File: config.mk
export PLATFORM = sky130hd
export DESIGN_NAME = ifid_skid_reg
export DESIGN_NICKNAME = d
export VERILOG_FILES = /design/src/rtl/ifid_skid_reg.sv
export SDC_FILE = /design/constraint.sdc
export NUM_CORES = 1
export LEC_CHECK = 0
export CELL_PAD_IN_SITES_DETAIL_PLACEMENT = 1
export CELL_PAD_IN_SITES_GLOBAL_PLACEMENT = 2
export CORE_MARGIN = 4
export CORE_UTILIZATION = 31
export CTS_CLUSTER_DIAMETER = 60
export DETAILED_ROUTE_END_ITERATION = 6
export GPL_ROUTABILITY_DRIVEN = 0
export PLACE_DENSITY_LB_ADDON = 0.1
export SYNTH_ARGS = -nofsm -noshare
export SYNTH_HDL_FRONTEND = slang
export SYNTH_SLANG_ARGS = --single-unit
File: constraint.sdc
create_clock -name clock -period 3.05 [get_ports clock]
set_input_delay 0.915 -clock clock [delete_from_list [all_inputs] [get_ports clock]]
set_output_delay 0.915 -clock clock [all_outputs]
set_load 0.01 [all_outputs]
File: src/rtl/ifid_skid_reg.sv
// rtl/ifid_skid_reg.sv - two-entry skid-buffered IF/ID pipeline register with flush
module ifid_skid_reg #(
  parameter int                 PC_W      = 32,
  parameter int                 INSTR_W   = 32,
  parameter logic [INSTR_W-1:0] NOP_INSTR = 32'h0000_0000
) (
  input  logic               clock,
  input  logic               reset,
  input  logic               flush,
  input  logic               in_valid,
  output logic               in_ready,
  input  logic [PC_W-1:0]    in_pc,
  input  logic [INSTR_W-1:0] in_instr,
  output logic               out_valid,
  input  logic               out_ready,
  output logic [PC_W-1:0]    out_pc,
  output logic [INSTR_W-1:0] out_instr,
  output logic [1:0]         occupancy
);

  // State encoding equals the number of held entries, so occupancy is the state itself.
  localparam logic [1:0] EMPTY = 2'd0;
  localparam logic [1:0] ONE   = 2'd1;
  localparam logic [1:0] TWO   = 2'd2;

  logic [1:0]         state;
  logic [1:0]         state_next;
  logic [PC_W-1:0]    main_pc;
  logic [INSTR_W-1:0] main_instr;
  logic [PC_W-1:0]    skid_pc;
  logic [INSTR_W-1:0] skid_instr;
  logic               in_fire;
  logic               out_fire;
  logic               load_main_in;
  logic               load_main_skid;
  logic               load_skid;

  assign out_valid = (state != EMPTY);
  assign in_fire   = in_valid & in_ready;
  assign out_fire  = out_valid & out_ready;
  assign occupancy = state;

  // Head entry drives decode; an empty stage presents a bubble instead of stale data.
  assign out_pc    = out_valid ? main_pc : '0;
  assign out_instr = out_valid ? main_instr : NOP_INSTR;

  // Next-state and register-load selection; flush overrides any transfer this edge.
  always_comb begin
    state_next     = state;
    load_main_in   = 1'b0;
    load_main_skid = 1'b0;
    load_skid      = 1'b0;
    if (flush) begin
      state_next = EMPTY;
    end else begin
      case (state)
        EMPTY: begin
          if (in_fire) begin
            state_next   = ONE;
            load_main_in = 1'b1;
          end
        end
        ONE: begin
          if (in_fire && out_fire) begin
            load_main_in = 1'b1;
          end else if (in_fire) begin
            state_next = TWO;
            load_skid  = 1'b1;
          end else if (out_fire) begin
            state_next = EMPTY;
          end
        end
        TWO: begin
          // in_ready is low here, so only the drain side can move.
          if (out_fire) begin
            state_next     = ONE;
            load_main_skid = 1'b1;
          end
        end
        default: state_next = EMPTY;
      endcase
    end
  end

  // State, registered in_ready (no combinational path from either handshake) and data flops.
  always_ff @(posedge clock) begin
    if (!reset) begin
      state      <= EMPTY;
      in_ready   <= 1'b1;
      main_pc    <= '0;
      main_instr <= NOP_INSTR;
      skid_pc    <= '0;
      skid_instr <= NOP_INSTR;
    end else begin
      state    <= state_next;
      in_ready <= (state_next != TWO);
      if (load_main_in) begin
        main_pc    <= in_pc;
        main_instr <= in_instr;
      end else if (load_main_skid) begin
        main_pc    <= skid_pc;
        main_instr <= skid_instr;
      end
      if (load_skid) begin
        skid_pc    <= in_pc;
        skid_instr <= in_instr;
      end
    end
  end

endmodule
==> results by group <==
Clocking
  – Clock-pin slew on the worst setup and hold paths: ~50 ps
  – Hold_buf cts: 0
  – CTS tree: built
  – H-Tree Depth: 4
  – TritonCTS Buffers: 17
  – Clk_lat worst skew: between 400 and 500 ps
  – Root Buffer: clkbuf_16
  – CTS Buffer Depth: 2
  – CTS sink cnt: roughly 130

Timing
  – Sum of negative setup slack: 0 ps
  – Final Skew: slightly above 9 ps
  – Final setup violation count: 0
  – Part of the cycle the worst path needs: approximately 96%
  – Tmin final: 2930 ps
  – Fin worst setup slack: 124 ps
  – Final Max Tran Viols: 0
  – Final hold viol count: 0
  – Slew HR: around 69%
  – Slew @ Worst Pin: between 400 and 500 ps
  – Setup repair after global routing missed its margin: false
  – Max frequency: about 340 MHz

Critical path
  – WS Path Type: reg2out
  – Largest stage delay on the critical path: around 590 ps
  – Worst reg2reg path endpoint: skid_instr[17]
  – Data required, critical path: about 2100 ps
  – Worst setup endpoint: out_pc[7]
  – CP max stage cell: clkdlybuf4s50_1
  – Crit path max fanout: 10
  – Critical path startpoint category: flop
  – R2R depth: 6
  – R2r startpoint: occupancy[0]
  – R2R setup slack: just over 1000 ps
  – CP startpoint: occupancy[0]
  – CP Capture Type: primary output
  – Cell Chain, Critical Path: nor2_4 > buf_12 > nor2b_1 > clkdlybuf4s50_1
  – Crit path DAT: roughly 2000 ps

Floorplan
  – # rows: 49
  – Initial Utilization: 31.8%
  – Die Width: about 140 µm
  – Core box area: roughly 18000 µm²
  – Die height: around 140 µm
  – Die Area: about 21000 µm²
  – I/O pin cnt: approximately 140

Synth
  – Post-synthesis sequential area ratio: about 45%
  – Syn Inst Count: roughly 720
  – Net Count, Synth: between 700 and 800
  – Yosys synthesis warning count: 0
  – Synthesized area per cell: approximately 8 µm²
  – Seq cells post-synth: between 100 and 150
  – Synthesized cell area: around 5800 µm²
  – Synth unique cells: 24

Routing
  – Vias/cell: 4.98
  – Detailed Route Iter0 Violations: around 190
  – First-pass DRT Iterations: 4
  – DR WL/cell: approximately 17 µm
  – Vias: around 5.4k
  – DRC: 0
  – DRT Wirelength: ~18000 µm
  – Antenna-violating nets left: 0

Finish
  – Area Overhead vs Synth: 36.1%
  – Most common cell after layout, fill and taps aside: nand2_1
  – Fillcell total: 2144
  – Nets: between 900 and 1k
  – Final non-filler cell total: ~1.1k
  – Commonest cells after routing, fill and taps aside: nand2_1, clkdlybuf4s50_1, dfxtp_1
  – Final Core Density: between 40 and 50%
  – Fraction of layout cells with a size suffix above 1: between 6 and 7%

GRT
  – First-pass GRT wire length: slightly below 30000 µm
  – Largest net degree at the start of global routing: 77
  – Number of global-route vias before repair: just under 6k
  – All-Layer GR Usage: a little under a fifth
  – Grt total ovfl: 0
  – Initial antenna violation count: 0

Placement
  – Buffers on Ports: 136
  – DPL Wire Length: between 10000 and 15000 µm
  – Setup WS pre-CTS: 161 ps
  – Dpl cells: between 1k and 1.5k

Hold path
  – Worst hold path type: reg2reg

Job
  – Max Cap Violations: 0

Power
  – Pwr/cell area: ~550 nW/µm²
  – Leak pwr: around 2.6 nW
  – VDD IR max: about 360 µV

Status
  – Status: complete, no violations
worst max-delay path, delay by kind of cell (launching register included):
kind	cells	cell delay [ps]
flip-flops	1	500
AND/OR/NAND/NOR	2	350
buffers and inverters	2	750
flip-flops by register name, indices dropped and copies added (netlist names):
| register | count |
|---|---|
| in_ready | 1 |
| main_instr | 32 |
| main_pc | 32 |
| occupancy | 2 |
| skid_instr | 32 |
| skid_pc | 32 |
how the worst min path moves through the flow:
| stage | start | to | slack, ps | cells past startpoint |
|---|---|---|---|---|
| after global placement | skid_instr[4] | skid_instr[4] | 440 | 2 |
| after floorplan | skid_instr[0] | skid_instr[0] | 440 | 2 |
| after CTS | skid_pc[5] | skid_pc[5] | 450 | 2 |
| final | skid_pc[5] | skid_pc[5] | 450 | 2 |
| after global routing | skid_pc[5] | skid_pc[5] | 470 | 2 |
| after detailed placement | skid_pc[5] | skid_pc[5] | 450 | 2 |
cell families after synthesis:
group | synth area share [%]
flip-flops | 45.4
AO/OA/AOI/OAI | 21.1
AND/OR/NAND/NOR | 25.6
buffers and inverters | 7.74
XOR/XNOR | 0.152
cell type report:
type	instances	area [µm²]	share of cell area [%]
Inverter	3	11.3	0.143
Timing Repair Buffer	154	1610	20.4
Clock inverter	10	130	1.66
Multi-Input combinational cell	528	2720	34.7
Sequential cell	131	2620	33.4
Clock buffer	22	474	6.04
Tap cell	229	287	3.65
Antenna cell	1	2.50	0.0319
report_power, final:
part           internal (mW)  total [mW]  switching, mW
combinational          0.209       0.396          0.188
clock                   1.34        2.10          0.760
sequential              1.78        1.81         0.0332
total                   3.33        4.31          0.980
cell usage after synthesis:
cell / n / share of area (%)
a211oi_1: 1 / 0.13
a21boi_1: 64 / 8.3
xnor2_1: 1 / 0.15
nand2b_4: 1 / 0.24
or4b_4: 1 / 0.24
nor4_4: 1 / 0.37
dfxtp_1: 131 / 45
o22a_1: 1 / 0.15
inv_1: 3 / 0.20
or3_1: 1 / 0.11
or4_1: 1 / 0.13
buf_6: 25 / 4.9
o21ai_1: 60 / 5.2
o21ai_0: 4 / 0.35
buf_2: 15 / 1.3
nor2b_1: 64 / 6.9
a31oi_1: 64 / 6.9
nand2b_1: 1 / 0.11
nand2_1: 257 / 17
nand2b_2: 1 / 0.15
nand4b_1: 1 / 0.15
clkbuf_1: 21 / 1.4
nor2_1: 2 / 0.13
nor3_4: 1 / 0.28
metrics by stage:
| step | hold slack, ps | instance area (µm²) | total power [mW] |
|---|---|---|---|
| floorplan | 435 | 5770 | 2.05 |
| global placement | 440 | 7200 | 2.23 |
| detailed placement | 446 | 7200 | 2.24 |
| CTS | 453 | 7850 | 4.37 |
| global route | 469 | 7850 | 4.49 |
| finish | 453 | 7860 | 4.31 |
what timing repair did:
| item | 4_1_cts | 5_1_grt |
|---|---|---|
| buffers inserted | 3 | 0 |
| setup endpoints to repair | 65 | 0 |
| resized for setup | 1 | 0 |
metal layers:
metal	up-vias	GRT usage [%]	routed length, µm
li1	2640	-	-
met1	2620	22.0	8390
met2	93	31.7	9140
met3	18	3.87	686
met4	0	6.23	243
met5	-	0	0
No activity file was read; power rests on OpenSTA's default activity.
